--- src/rtl/cpu_pkg.sv ---
// Shared types and constants for the 16-bit accumulator CPU control path.
package cpu_pkg;

  localparam int WORD_W = 16;
  localparam int BYTE_W = 8;

  localparam logic [WORD_W-1:0] RESET_PC_DEFAULT = 16'h0000;

  // Sequencer states, 4-bit encoding.
  typedef enum logic [3:0] {
    IDLE   = 4'd0,
    FETCH0 = 4'd1,
    FETCH1 = 4'd2,
    DECODE = 4'd3,
    RD_LO  = 4'd4,
    RD_HI  = 4'd5,
    WR_LO  = 4'd6,
    WR_HI  = 4'd7,
    EXEC   = 4'd8,
    HALT   = 4'd9,
    TRAP   = 4'd10
  } state_t;

  // Instructions whose first byte has bit 7 set carry a second byte.
  function automatic logic [1:0] inst_len(input logic [BYTE_W-1:0] first_byte);
    return first_byte[BYTE_W-1] ? 2'd2 : 2'd1;
  endfunction

endpackage

--- src/rtl/bus_byte_port.sv ---
// Byte-wide bus master port: holds a registered request until it is acked.
// A new request issued on the ack edge keeps mem_req high (back-to-back cycles).
module bus_byte_port
  import cpu_pkg::*;
(
  input  logic              clk,
  input  logic              rst_n,
  input  logic              issue,
  input  logic              issue_we,
  input  logic [WORD_W-1:0] issue_addr,
  input  logic [BYTE_W-1:0] issue_wdata,
  input  logic              mem_ack,
  output logic              mem_req,
  output logic              mem_we,
  output logic [WORD_W-1:0] mem_addr,
  output logic [BYTE_W-1:0] mem_wdata,
  output logic              done
);

  // An ack only counts while a request is outstanding.
  assign done = mem_req & mem_ack;

  // Request holder: load on issue, drop on completion, otherwise hold stable.
  always_ff @(posedge clk) begin
    if (!rst_n) begin
      mem_req   <= 1'b0;
      mem_we    <= 1'b0;
      mem_addr  <= '0;
      mem_wdata <= '0;
    end else if (issue) begin
      mem_req   <= 1'b1;
      mem_we    <= issue_we;
      mem_addr  <= issue_addr;
      mem_wdata <= issue_wdata;
    end else if (done) begin
      mem_req   <= 1'b0;
      mem_we    <= 1'b0;
    end
  end

endmodule

--- src/rtl/cpu_sequencer.sv ---
// Control FSM for the accumulator CPU: fetch, decode window, operand
// read/store as two byte cycles, one-cycle execute and halt/trap stops.
module cpu_sequencer
  import cpu_pkg::*;
#(
  parameter logic [WORD_W-1:0] RESET_PC = RESET_PC_DEFAULT
) (
  input  logic              clk,
  input  logic              rst_n,
  input  logic              run,
  output logic              mem_req,
  output logic              mem_we,
  output logic [WORD_W-1:0] mem_addr,
  output logic [BYTE_W-1:0] mem_wdata,
  input  logic [BYTE_W-1:0] mem_rdata,
  input  logic              mem_ack,
  output logic [WORD_W-1:0] inst,
  output logic              dec_en,
  input  logic [1:0]        dec_bytes,
  input  logic              dec_halt,
  input  logic              dec_trap,
  input  logic              dec_mem_rd,
  input  logic              dec_store,
  input  logic [WORD_W-1:0] eff_addr,
  input  logic [WORD_W-1:0] store_data,
  output logic [WORD_W-1:0] operand,
  output logic              exec,
  input  logic              pc_load,
  input  logic [WORD_W-1:0] pc_target,
  output logic [WORD_W-1:0] pc,
  output logic              halted,
  output logic              trapped
);

  state_t            state, state_next;
  logic [WORD_W-1:0] pc_next, inst_next, operand_next;
  logic [WORD_W-1:0] addr_reg, addr_next;
  logic [WORD_W-1:0] pc_inc, addr_inc, exec_pc;
  logic              issue, issue_we, done;
  logic [WORD_W-1:0] issue_addr;
  logic [BYTE_W-1:0] issue_wdata;

  assign pc_inc   = pc + 16'd1;
  assign addr_inc = addr_reg + 16'd1;
  assign exec_pc  = pc_load ? pc_target : pc;

  assign dec_en  = (state == DECODE) || (state == RD_LO) || (state == RD_HI) ||
                   (state == WR_LO)  || (state == WR_HI) || (state == EXEC);
  assign exec    = (state == EXEC);
  assign halted  = (state == HALT);
  assign trapped = (state == TRAP);

  bus_byte_port u_port (
    .clk         (clk),
    .rst_n       (rst_n),
    .issue       (issue),
    .issue_we    (issue_we),
    .issue_addr  (issue_addr),
    .issue_wdata (issue_wdata),
    .mem_ack     (mem_ack),
    .mem_req     (mem_req),
    .mem_we      (mem_we),
    .mem_addr    (mem_addr),
    .mem_wdata   (mem_wdata),
    .done        (done)
  );

  // State register plus PC, instruction, operand and operand-address registers.
  always_ff @(posedge clk) begin
    if (!rst_n) begin
      state    <= IDLE;
      pc       <= RESET_PC;
      inst     <= '0;
      operand  <= '0;
      addr_reg <= '0;
    end else begin
      state    <= state_next;
      pc       <= pc_next;
      inst     <= inst_next;
      operand  <= operand_next;
      addr_reg <= addr_next;
    end
  end

  // Next-state logic; bus requests are issued on the edge that enters a bus state.
  always_comb begin
    state_next   = state;
    pc_next      = pc;
    inst_next    = inst;
    operand_next = operand;
    addr_next    = addr_reg;
    issue        = 1'b0;
    issue_we     = 1'b0;
    issue_addr   = '0;
    issue_wdata  = '0;
    case (state)
      IDLE: begin
        if (run) begin
          state_next = FETCH0;
          issue      = 1'b1;
          issue_addr = pc;
        end
      end
      FETCH0: begin
        if (done) begin
          inst_next = {mem_rdata, 8'h00};
          pc_next   = pc_inc;
          if (inst_len(mem_rdata) == 2'd2) begin
            state_next = FETCH1;
            issue      = 1'b1;
            issue_addr = pc_inc;
          end else begin
            state_next = DECODE;
          end
        end
      end
      FETCH1: begin
        if (done) begin
          inst_next[7:0] = mem_rdata;
          pc_next        = pc_inc;
          state_next     = DECODE;
        end
      end
      DECODE: begin
        addr_next = eff_addr;
        if (dec_halt) begin
          state_next = HALT;
        end else if (dec_trap) begin
          state_next = TRAP;
        end else if (dec_mem_rd) begin
          state_next = RD_LO;
          issue      = 1'b1;
          issue_addr = eff_addr;
        end else if (dec_store) begin
          state_next  = WR_LO;
          issue       = 1'b1;
          issue_we    = 1'b1;
          issue_addr  = eff_addr;
          issue_wdata = store_data[7:0];
        end else begin
          state_next = EXEC;
        end
      end
      RD_LO: begin
        if (done) begin
          operand_next[7:0] = mem_rdata;
          state_next        = RD_HI;
          issue             = 1'b1;
          issue_addr        = addr_inc;
        end
      end
      RD_HI: begin
        if (done) begin
          operand_next[15:8] = mem_rdata;
          state_next         = EXEC;
        end
      end
      WR_LO: begin
        if (done) begin
          state_next  = WR_HI;
          issue       = 1'b1;
          issue_we    = 1'b1;
          issue_addr  = addr_inc;
          issue_wdata = store_data[15:8];
        end
      end
      WR_HI: begin
        if (done) begin
          state_next = EXEC;
        end
      end
      EXEC: begin
        pc_next = exec_pc;
        if (run) begin
          state_next = FETCH0;
          issue      = 1'b1;
          issue_addr = exec_pc;
        end else begin
          state_next = IDLE;
        end
      end
      HALT:    state_next = HALT;
      TRAP:    state_next = TRAP;
      default: state_next = IDLE;
    endcase
  end

  // The decoder's reported length must match the number of bytes fetched.
  always_ff @(posedge clk) begin
    if (rst_n && (state == DECODE)) begin
      assert (dec_bytes == inst_len(inst[15:8]))
        else $error("dec_bytes disagrees with fetched instruction length");
    end
  end

endmodule

--- config.mk ---
export PLATFORM = sky130hd
export DESIGN_NAME = cpu_sequencer
export DESIGN_NICKNAME = d
export VERILOG_FILES = /design/src/rtl/cpu_pkg.sv /design/src/rtl/bus_byte_port.sv /design/src/rtl/cpu_sequencer.sv
export SDC_FILE = /design/constraint.sdc
export NUM_CORES = 1
export LEC_CHECK = 0
export ABC_AREA = 1
export BUFFER_PORTS_ARGS = -buffer_cell sky130_fd_sc_hd__buf_4
export CAP_MARGIN = 20
export CORE_ASPECT_RATIO = 1.1
export CORE_MARGIN = 10
export CORE_UTILIZATION = 52
export CTS_BUF_LIST = sky130_fd_sc_hd__clkbuf_8 sky130_fd_sc_hd__clkbuf_16
export CTS_CLUSTER_SIZE = 14
export DETAILED_ROUTE_END_ITERATION = 8
export PLACE_DENSITY = 0.79
export SETUP_SLACK_MARGIN = 0.02
export SLEW_MARGIN = 20
export SYNTH_ARGS = -nofsm -noshare
export SYNTH_HDL_FRONTEND = slang
export SYNTH_SLANG_ARGS = --single-unit
--- constraint.sdc ---
create_clock -name clk -period 2 [get_ports clk]
set_input_delay 0.1 -clock clk [delete_from_list [all_inputs] [get_ports clk]]
set_output_delay 0.1 -clock clk [all_outputs]
set_load 0.02 [all_outputs]
* Word level (Yosys, flattened, before mapping)
Index checks and enable logic that the tools add are counted.
** Word-level totals
- Register bits :: 94
- Word-level logic and storage cells :: 103
** Cells by class
- Multiplexer cells :: 52
- Equality and inequality tests :: 18
- $add $sub $neg :: 2
- Reduce and logical (&&, ||, !) cells :: 19
- Bitwise logic cells :: 1
** Operators by type and width (count)
- $mux 16 :: 11
- $pmux 16 s5 :: 1
- $mux 8 :: 7
- $mux 4 :: 10
- $pmux 4 s10 :: 1
- $add 16x1->16 const B :: 2
- $pmux 16 s2 :: 1
- $pmux 8 s2 :: 2
- $eq 4x3->1 const B :: 4
- $mux 1 :: 16
- $eq 4x4->1 const B :: 3
- $ne 2x2->1 const B :: 5
- $eq 4x2->1 const B :: 2
- $reduce_and 2->1 :: 4
- $reduce_or 2->1 :: 4
- $reduce_and 6->1 :: 1
- $reduce_bool 2->1 :: 3
- $logic_or 1x1->1 :: 5
- $eq 4x1->1 const B :: 1
- $logic_not 4->1 :: 1
- $ne 2x1->1 const B :: 2
- $pmux 1 s4 :: 1
- $reduce_and 3->1 :: 1
- $eq 2x2->1 const B :: 1
- 3 further kinds :: 3

* Depth between registers and ports, before layout
Gate-level depths: netlist of run 1.
- Word-level depth :: 6
- Mapped depth :: 12
- Mapped depth without buffers :: 11

* By module
A second synthesis of run 1 with hierarchy kept.
** Second synthesis, totals
- Cell total of the unflattened synthesis :: 825
- Area, all modules :: 5205.0 um^2
** Modules (own cells, without submodules)
- cpu_sequencer :: cells an instance 710, sequential area each 1361.3 um^2, times used 1, area each 4287.9 um^2
- bus_byte_port :: cells an instance 115, sequential area each 520.5 um^2, times used 1, area each 917.1 um^2

* Worst setup path after synthesis of run 1
OpenSTA, ideal clock, no wires.
- Path type :: flip-flop to flip-flop
- From :: reg pc[0]
- To :: reg u_port.mem_addr[12]
- Setup slack :: 0.428 ns
- Buffers on the path :: 0
- Data required time :: 1.885 ns
- Cell stages (with the launch flop) :: 11
- Setup time :: 0.115 ns
- Arrival :: 1.458 ns
- Cell sequence :: dfxtp_1 -> ha_1 -> nand2_1 -> nor2_1 -> nand2_1 -> nor2_1 -> nand2_1 -> nand3_1 -> nand2_1 -> nor2_1 -> nor2_1
** Between the ends
- Word-level cells in the longest chain between the ends :: 4
** RTL lines
- start: declaration :: RTL line cpu_sequencer.sv:30 : output logic [WORD_W-1:0] pc,
- start signal: assignment :: RTL line cpu_sequencer.sv:78 : pc <= pc_next;
- $add 16x1->16 :: RTL line cpu_sequencer.sv:43 : assign pc_inc = pc + 16'd1;
- $mux 16 :: RTL line cpu_sequencer.sv:108 : if (inst_len(mem_rdata) == 2'd2) begin
- $mux 16 :: RTL line cpu_sequencer.sv:105 : if (done) begin
- $pmux 16 s5 :: RTL line cpu_sequencer.sv:96 : case (state)
- end signal: assignment :: RTL line bus_byte_port.sv:33 : mem_addr <= issue_addr;
- end: declaration :: RTL line bus_byte_port.sv:15 : output logic [WORD_W-1:0] mem_addr,
Every way passes these cells.
A chain may end at the register's enable or synchronous reset.

* Final worst setup path of run 1
- From :: reg state[0]
- To :: out dec_en
** Between the ends
- Word-level cells in the longest chain between the ends :: 6
- Elaborated cells on any way between the ends :: 11
- Classes of those cells :: eq/ne: 6; reduce/logical: 5
** RTL lines
- start: declaration :: RTL line cpu_sequencer.sv:35 : state_t state, state_next;
- start signal: assignment :: RTL line cpu_sequencer.sv:77 : state <= state_next;
- $eq 4x2->1 / $eq 4x3->1 (equally long branches) :: RTL line cpu_sequencer.sv:47 : assign dec_en = (state == DECODE) || (state == RD_LO) || (state == RD_HI) ||
- $logic_or 1x1->1 (3 in series) :: RTL line cpu_sequencer.sv:47
- $logic_or 1x1->1 :: RTL line cpu_sequencer.sv:48 : (state == WR_LO) || (state == WR_HI) || (state == EXEC);
- $logic_or 1x1->1 * :: RTL line cpu_sequencer.sv:48
- end: declaration :: RTL line cpu_sequencer.sv:18 : output logic dec_en,
Mark *: on every way between the ends. The rest lies on a longest branch, timed or not.

==> results by group, run 1 <==
Pwr
  • Power per cell area: between 700 and 800 nW/um^2
  • Worst vdd ir: about 0.51 mV
  • PnR Total Power: between 5 and 6 mW
  • Pleak: a little over 3 nW

Worst hold path
  • Worst hold path stage count: 3
  • Hold crit path type: in2reg
  • Worst Hold End: addr_reg[11]
  • Hold path startpoint: eff_addr[11]

STA
  • Final period util: 0.904
  • Endpoints failing setup: 0
  • Max Fclk: around 0.55 GHz
  • Final hold violation count: 0
  • Slew at the pin with the worst max-slew slack: between 0.6 and 0.7 ns
  • Final Max Slew Viols: 0
  • RSZ-0062 raised after global routing: false
  • Post-route minimum period: 1.81 ns
  • Hold slack: ~0.011 ns
  • Worst rel slew slack: 0.542
  • Final worst slack: about 0.19 ns
  • Setup_tns: 0 ns
  • Clock skew: about 0.0099 ns

Clocking
  • Number of CTS-inserted buffers: 9
  • CTS tree: done
  • H-tree levels: 3
  • Clock buffer depth: 2
  • Clock Latency Late Sink: roughly 0.37 ns
  • Clk root buf: clkbuf_8
  • Clock sinks: 94
  • Worst-path clk slew: approximately 0.09 ns

Critical path
  • CP Max Fanout: 11
  • Crit path launch type: register
  • Worst R2R Path Depth: 9
  • CP max stage delay: between 0.4 and 0.5 ns
  • Worst path top cell family by delay: flip-flops
  • R2r endpoint: pc[6]
  • WP data arrival: between 1.5 and 2 ns
  • Crit path max-delay cell type: dfxtp_1
  • Worst path required time: between 1.5 and 2 ns
  • WS Path Type: reg2out
  • R2R setup slack: roughly 0.22 ns
  • Worst-path cell chain: nand2_2 -> inv_1 -> nand2_2 -> buf_4 -> nand3_1 -> buf_4
  • Crit. End Element: primary output
  • Critical path buffers and inverters: 3
  • R2R Path Start: state[1]

Floorplanning
  • Core area: between 9000 and 10000 sq um
  • Die H: 127 um
  • Die width: about 120 um
  • Die area: ~15000 sq um
  • Boundary pin count: 145
  • FP Rows: 38
  • Initial core utilization: 0.538

GRT
  • GRT Util Overall: 0.245
  • Total gr overflow: 0
  • Antenna violations before repair: 0
  • Pin count of the biggest net entering global routing: 60
  • First-pass GRT wire length: ~29 mm
  • Number of global-route vias before repair: 5927

Yosys
  • Adder-Cell Fraction of Synth Area: 0.00699
  • Syn_nets: 924
  • Post-synthesis mux area share: 0
  • Synth top area share: 0.350
  • Yosys warns: 0
  • Top cell type by total area after synthesis: dfxtp_1
  • FF+latch count, synth: between 90 and 100
  • Cells after Synth: ~850
  • Area share of and/or/nand/nor cells after synthesis: 0.389
  • Synth Area per Inst: approximately 6.3 sq um
  • Largest family of logic cells by synthesized area: simple AND/OR/NAND/NOR gates
  • Top post-synthesis cells by area: dfxtp_1 (35%), nand2_1 (16%), nand3_1 (9.1%), nor2_1 (8.0%), a21oi_1 (6.2%)
  • Syn Std Cell Area: between 5000 and 6000 sq um
  • Distinct cells, synth: 32
  • Xor/xnor cell area share of the yosys netlist: 0.00489
  • Synth Area in Compound Gates: 0.153
  • Register area share after synthesis: 0.350

Final layout
  • Finished Cell Area: roughly 6900 sq um
  • Final core occ: 0.692
  • Layout Nets: about 1100
  • Post-Layout Cell Count: 1131
  • P&R area growth vs syn: 28.7%
  • Share of cells above drive strength 1: 0.214
  • Diode count: 0

Drt
  • Initial DRC count: around 510
  • Detail Route Antenna Nets: 0
  • Vias: 6180
  • DRT Pass-1 Iters: 5
  • DR DRC count: 0
  • Final WL: between 15 and 20 mm
  • Avg WL per Cell: roughly 16 um
  • Via density: 5.46

Job
  • Max Cap Violations: 0

Placement
  • Dpl hpwl: roughly 14 mm
  • Final Wtd Congestion: approximately 0.94
  • Dpl ws: about 0.25 ns
  • Cell area after placement: between 6000 and 7000 sq um
  • Placed cell count: between 1000 and 1500
  • Port bufs: about 140

Run status
  • Run status: finished, final reports clean
worst min-delay path, stage by stage:
cell and delay [ns]:
buf_4 0.12, nand2_1 0.05, a21oi_1 0.06
report_power, final:
| part | internal, mW | total, mW | switching [mW] |
|---|---|---|---|
| Clock | 0.609 | 1.30 | 0.693 |
| Sequential | 2.06 | 2.22 | 0.158 |
| Combinational | 0.654 | 1.77 | 1.11 |
synth_stat cells:
cell	number
nand3_2	2
a21o_1	1
xor2_1	2
inv_2	7
nor2_4	1
xnor2_1	1
nand3_1	98
buf_6	4
o21ai_2	2
a21oi_1	67
nor2_2	11
o22ai_1	1
inv_1	67
a31oi_1	12
dfxtp_1	94
o211ai_1	4
nor2_1	114
nor3_2	1
nand2_4	1
buf_4	10
clkinv_1	1
o21ai_1	13
o21ai_0	41
nand2_2	8
buf_2	12
o21bai_1	4
nor3_1	5
nand2_1	226
ha_1	3
nand4_1	20
clkbuf_1	14
a211oi_1	7
cell usage in the layout, fill, tap and decap left out, types with 20 or more instances in the layout:
cell type and count:
nand3_1 98, a21oi_1 67, o21ai_0 41, dfxtp_1 94, inv_1 69, nor2_1 114, nand2_1 225, nand4_1 20
buf_4 166
cells by family (layout without fill, tap and decap cells):
logic type / after synthesis / in the layout
AND/OR/NAND/NOR: 487 / 487
adder cells (fa/ha/maj): 3 / 3
XOR/XNOR: 3 / 3
AO/OA/AOI/OAI: 152 / 152
buffers and inverters: 115 / 272
flip-flops: 94 / 94
area by class of cell:
class                      count  area [sq um]
timing repair buffer         181          1420
tap                          120           150
inverter                      75           282
sequential                    94          1880
clock inverter                 6          61.3
multi-input combinational    645          2980
fill                         932          3070
clock buffer                  10           138
repair_timing:
action                                 CTS  global route
hold buffers                            13             0
setup buffers                            0             0
setup endpoints to repair                1             1
gates resized for setup                  1             1
cloned                                   0             0
endpoints found under the hold margin   13             0
how the worst max path moves through the flow:
stage,start,endpoint,depth (start not counted)
floorplan,pc[0],u_port.mem_addr[12],10
global placement,state[1],pc[6],9
detailed placement,state[1],pc[6],9
CTS,state[2],dec_en,5
global route,addr_reg[0],u_port.mem_addr[12],10
finish,state[0],dec_en,6
layer usage:
layer | vias to the layer above | global-route usage | part of all wire
met1 | 2793 | 0.290 | 0.40
met2 | 243 | 0.404 | 0.48
met3 | 40 | 0.0627 | 0.082
li1 | 3104 | - | -
met5 | - | 0 | 0
met4 | 0 | 0.114 | 0.037
(Power assumes the default switching activity.)
==> run 2, diff against run 1 <==
--- a/config.mk
+++ b/config.mk
@@ -10,11 +10,11 @@
 export CAP_MARGIN = 20
 export CORE_ASPECT_RATIO = 1.1
 export CORE_MARGIN = 10
-export CORE_UTILIZATION = 52
+export CORE_UTILIZATION = 50
 export CTS_BUF_LIST = sky130_fd_sc_hd__clkbuf_8 sky130_fd_sc_hd__clkbuf_16
 export CTS_CLUSTER_SIZE = 14
 export DETAILED_ROUTE_END_ITERATION = 8
-export PLACE_DENSITY = 0.79
+export PLACE_DENSITY = 0.77
 export SETUP_SLACK_MARGIN = 0.02
 export SLEW_MARGIN = 20
 export SYNTH_ARGS = -nofsm -noshare
==> results by group, run 2 (synthesis gave the netlist of run 1 again) <==
Drt
  • DRT Pass-1 Iters: 7
  • Via density: approximately 5.4
  • Vias: 6236
  • Detail Route Antenna Nets: 0
  • Final WL: 18.5 mm
  • Initial DRC count: 599
  • DR DRC count: 0
  • Avg WL per Cell: approximately 16 um

Worst hold path
  • Worst hold path stage count: 4
  • Hold path startpoint: mem_ack
  • Hold crit path type: in2reg
  • Worst Hold End: u_port.mem_req

Final layout
  • Post-Layout Cell Count: approximately 1100
  • Commonest non-fill, non-tap cell in the layout: nand2_1
  • Share of cells above drive strength 1: 0.218
  • Diode count: 0
  • Sequential standard cell area: 1880 sq um
  • P&R area growth vs syn: 29.1%
  • Area of the multi-input gates: 2980 sq um
  • Filler Cell Count: roughly 990
  • Layout Nets: between 1000 and 1500
  • Commonest cells after routing, fill and taps aside: nand2_1 (225), buf_4 (170), nor2_1 (114)

STA
  • RSZ-0062 raised after global routing: false
  • Slew at the pin with the worst max-slew slack: ~0.65 ns
  • Worst rel slew slack: 0.564
  • Max Fclk: roughly 0.54 GHz
  • Final Max Slew Viols: 0
  • Endpoints failing setup: 0
  • Post-route minimum period: 1.86 ns
  • Final period util: 0.930
  • Setup_tns: 0 ns
  • Clock skew: just under 0.009 ns
  • Hold slack: about 0.012 ns
  • Final worst slack: around 0.14 ns
  • Final hold violation count: 0

Pwr
  • P_int: between 3 and 4 mW
  • Switching power: 2.04 mW
  • Switching share of power: 0.358
  • Sequential share of power: 0.390
  • Power per cell area: about 800 nW/um^2
  • Clk pwr share: 0.304
  • Worst vdd ir: 0.444 mV
  • Comb pwr share: 0.306
  • Pleak: roughly 3 nW

Clocking
  • Clock buffer depth: 2
  • Worst-path clk slew: about 0.070 ns
  • Number of CTS-inserted buffers: 9
  • Post-CTS setup buffer count: 0
  • CTS tree: done
  • Clock sinks: 94
  • H-tree levels: 3
  • Clk root buf: clkbuf_16
  • Clock Latency Late Sink: 0.35 ns

GRT
  • Pin count of the biggest net entering global routing: 58
  • First-pass GRT wire length: between 20 and 30 mm
  • Total gr overflow: 0
  • Antenna violations before repair: 0
  • GRT Util Overall: 0.235
  • Number of global-route vias before repair: 5924

Placement
  • Dpl ws: around 0.23 ns
  • Final Wtd Congestion: roughly 0.96
  • Placed cell count: between 1000 and 1500
  • Dpl hpwl: 14.0 mm
  • Port bufs: ~140

Critical path
  • Crit path launch type: register
  • Worst path required time: between 2 and 2.5 ns
  • WS Path Type: reg2reg
  • Crit path max-delay cell type: dfxtp_1
  • Worst-path cell chain: inv_2 -> nor2_1 -> nand2_1 -> nand2_1 -> nand2_1 -> nand2_1 -> o211ai_1 -> nand2_1 -> inv_1
  • Worst R2R Path Depth: 9
  • R2R setup slack: 0.14 ns
  • CP max stage delay: between 0.4 and 0.5 ns
  • Most frequent CP cell: nand2_1
  • Crit. End Element: register
  • R2R Path Start: state[1]
  • R2r endpoint: pc[5]
  • CP Max Fanout: 13
  • WP data arrival: about 2.1 ns

Floorplanning
  • Core area: 10400 sq um
  • Die width: between 100 and 150 um
  • Boundary pin count: around 150
  • FP Rows: 39
  • Die H: ~130 um
  • Die area: ~15000 sq um
  • Initial core utilization: 0.514

Run status
  • Run status: finished, final reports clean

Job
  • Max Cap Violations: 0
run 2: cell types whose count changed in the layout (fill, tap and decap cells not counted), moves of 4 or more:
cell and delta:
dlygate4sd3_1 -10, clkbuf_8 -10, buf_4 +4, clkbuf_16 +9
run 2: layout make-up:
class                      count  share of cell area
clock buffer                   9              0.0325
clock inverter                 6             0.00920
inverter                      75              0.0406
multi-input combinational    645               0.429
sequential                    94               0.271
tap                          143              0.0258
timing repair buffer         174               0.191
run 2: worst max-delay path by stage:
| stage | cells after the start | from | endpoint | slack, ns |
|---|---|---|---|---|
| after floorplan | 10 | pc[0] | u_port.mem_addr[12] | 0.43 |
| after global placement | 8 | u_port.mem_req | operand[0] | 0.26 |
| after detailed placement | 8 | u_port.mem_req | operand[3] | 0.23 |
| after CTS | 5 | state[2] | dec_en | 0.13 |
| after global routing | 8 | u_port.mem_req | operand[5] | 0.05 |
| final | 9 | state[1] | pc[5] | 0.14 |
run 2: power groups by stage:
stage,combinational [mW],clock (mW),sequential [mW]
2_1_floorplan,0.977,0,2.41
3_3_place_gp,1.70,0,2.25
3_5_place_dp,1.72,0,2.25
4_1_cts,1.74,1.74,2.21
5_1_grt,1.92,1.80,2.24
6_report,1.74,1.73,2.22
run 2: timing repair:
item,in CTS,in global routing
hold endpoints to repair,3,0
setup endpoints to repair,0,1
hold buffers,3,0
resized for setup,0,1
run 2: routing by layer:
layer  wire length [um]  GRT usage
met1               7350      0.269
met2               8930      0.400
met3               1650     0.0674
met4                621      0.105
met5                  0          0
run 2: worst max-delay path, delay by kind of cell (launching register included):
kind / cells / cell delay [ns]
compound gates: 1 / 0.12
buf+inv: 2 / 0.21
flops: 1 / 0.45
simple gates: 6 / 0.97
run 2: stage by stage:
step	utilization	power, mW	cell area (sq um)
after CTS	0.664	5.69	6930
after floorplan	-	3.38	5370
after global routing	0.664	5.96	6940
after detailed placement	0.633	3.98	6620
final	0.664	5.69	6940
after global placement	0.633	3.95	6620
==> run 3, diff against run 2 <==
--- a/config.mk
+++ b/config.mk
@@ -9,7 +9,7 @@
 export BUFFER_PORTS_ARGS = -buffer_cell sky130_fd_sc_hd__buf_4
 export CAP_MARGIN = 20
 export CORE_ASPECT_RATIO = 1.1
-export CORE_MARGIN = 10
+export CORE_MARGIN = 2
 export CORE_UTILIZATION = 50
 export CTS_BUF_LIST = sky130_fd_sc_hd__clkbuf_8 sky130_fd_sc_hd__clkbuf_16
 export CTS_CLUSTER_SIZE = 14
==> results by group, run 3 (synthesis gave the netlist of run 1 again) <==
Worst hold path
  • Hold crit path type: in2reg

Floorplanning
  • FP Rows: 39
  • Die area: approximately 12000 sq um
  • Core area: between 10000 and 15000 sq um
  • Die H: approximately 110 um
  • Initial core utilization: 0.514
  • Die width: approximately 100 um
  • Boundary pin count: 145

STA
  • Clock skew: about 0.0077 ns
  • Final period util: 0.924
  • Slew at the pin with the worst max-slew slack: ~0.68 ns
  • Final worst slack: roughly 0.15 ns
  • Final hold violation count: 0
  • Endpoints failing setup: 0
  • Max Fclk: approximately 0.54 GHz
  • Worst rel slew slack: 0.544
  • RSZ-0062 raised after global routing: false
  • Post-route minimum period: between 1.5 and 2 ns
  • Hold slack: about 0.015 ns
  • Setup_tns: 0 ns
  • Final Max Slew Viols: 0

Critical path
  • CP Max Fanout: 7
  • Crit. End Element: primary output
  • R2R setup slack: ~0.25 ns
  • Crit path launch type: register
  • WP data arrival: 1.75 ns
  • WS Path Type: reg2out
  • Worst path required time: roughly 1.9 ns

Final layout
  • Commonest cells after routing, fill and taps aside: nand2_1 (225), buf_4 (169), nor2_1 (114)
  • Finished Cell Area: around 6900 sq um
  • Commonest non-fill, non-tap cell in the layout: nand2_1
  • Layout Nets: around 1100
  • Share of cells above drive strength 1: 0.219
  • Diode count: 0
  • Final core occ: 0.662
  • Area of the multi-input gates: roughly 3000 sq um
  • Sequential standard cell area: 1880 sq um
  • Filler Cell Count: ~1000
  • Post-Layout Cell Count: around 1100
  • P&R area growth vs syn: 28.6%

Placement
  • Dpl hpwl: between 10 and 15 mm
  • Cell area after placement: around 6600 sq um
  • Dpl ws: 0.260 ns
  • Placed cell count: approximately 1100
  • Port bufs: 142
  • Final Wtd Congestion: 0.975

Clocking
  • Number of CTS-inserted buffers: 9
  • CTS tree: done
  • Clk root buf: clkbuf_16
  • Clock buffer depth: 2
  • Post-CTS setup buffer count: 0
  • Clock Latency Late Sink: approximately 0.35 ns
  • H-tree levels: 3
  • Worst-path clk slew: 0.07 ns
  • Clock sinks: 94

Drt
  • DRT Pass-1 Iters: 5
  • Vias: between 6000 and 7000
  • DR DRC count: 0
  • Initial DRC count: around 390
  • Avg WL per Cell: roughly 15 um
  • Detail Route Antenna Nets: 0
  • Final WL: 17.2 mm
  • Via density: approximately 5.4

Job
  • Max Cap Violations: 0

Pwr
  • Clk pwr share: 0.299
  • Comb pwr share: 0.308
  • Switching power: 2.06 mW
  • Worst vdd ir: 0.493 mV
  • P_int: between 3 and 4 mW
  • Switching share of power: 0.365
  • PnR Total Power: 5.65 mW
  • Sequential share of power: 0.393
  • Power per cell area: slightly above 800 nW/um^2
  • Pleak: about 3.0 nW

GRT
  • Total gr overflow: 0
  • Antenna violations before repair: 0
  • First-pass GRT wire length: 27.4 mm
  • GRT Util Overall: 0.300
  • Pin count of the biggest net entering global routing: 60
  • Number of global-route vias before repair: 5606

Run status
  • Run status: finished, final reports clean
run 3: path summary, 6_finish.rpt:
kind                       start                   to  cells past startpoint
setup reg to reg        state[1]   u_port.mem_addr[1]                      9
hold reg to reg          inst[7]              inst[7]                      2
setup / recovery        state[2]               dec_en                      6
hold / removal    store_data[10]  u_port.mem_wdata[2]                      3
run 3: worst max-delay path, cell delays in order, from the launching register on:
cell and delay, ns:
dfxtp_1 0.45, inv_2 0.10, nand2_1 0.12, inv_1 0.15, nand2_1 0.21, nand3_1 0.16, buf_4 0.19
run 3: timing repair:
item / 4_1_cts / 5_1_grt
endpoints found under the setup margin: 1 / 1
hold buffers: 1 / 0
resized for setup: 1 / 1
hold endpoints to repair: 1 / 0
pin swaps: 0 / 0
run 3: final cells by class:
| cell class | count | area share |
|---|---|---|
| Clock buffer | 10 | 0.0346 |
| Clock inverter | 6 | 0.00670 |
| Inverter | 75 | 0.0407 |
| Multi-Input combinational cell | 645 | 0.432 |
| Sequential cell | 94 | 0.272 |
| Tap cell | 143 | 0.0259 |
| Timing Repair Buffer | 171 | 0.188 |
run 3: per-layer routing:
metal | GRT usage | routed length, um
met1 | 0.387 | 7060
met3 | 0.0574 | 1240
met5 | 0 | 0
met4 | 0.116 | 490
met2 | 0.495 | 8400
run 3: power by group through the flow:
stage / Clock [mW] / Sequential (mW) / Combinational (mW)
after detailed placement: 0 / 2.26 / 1.72
after CTS: 1.69 / 2.22 / 1.74
after floorplan: 0 / 2.41 / 0.977
after global placement: 0 / 2.25 / 1.71
after global routing: 1.79 / 2.24 / 1.91
final: 1.69 / 2.22 / 1.74
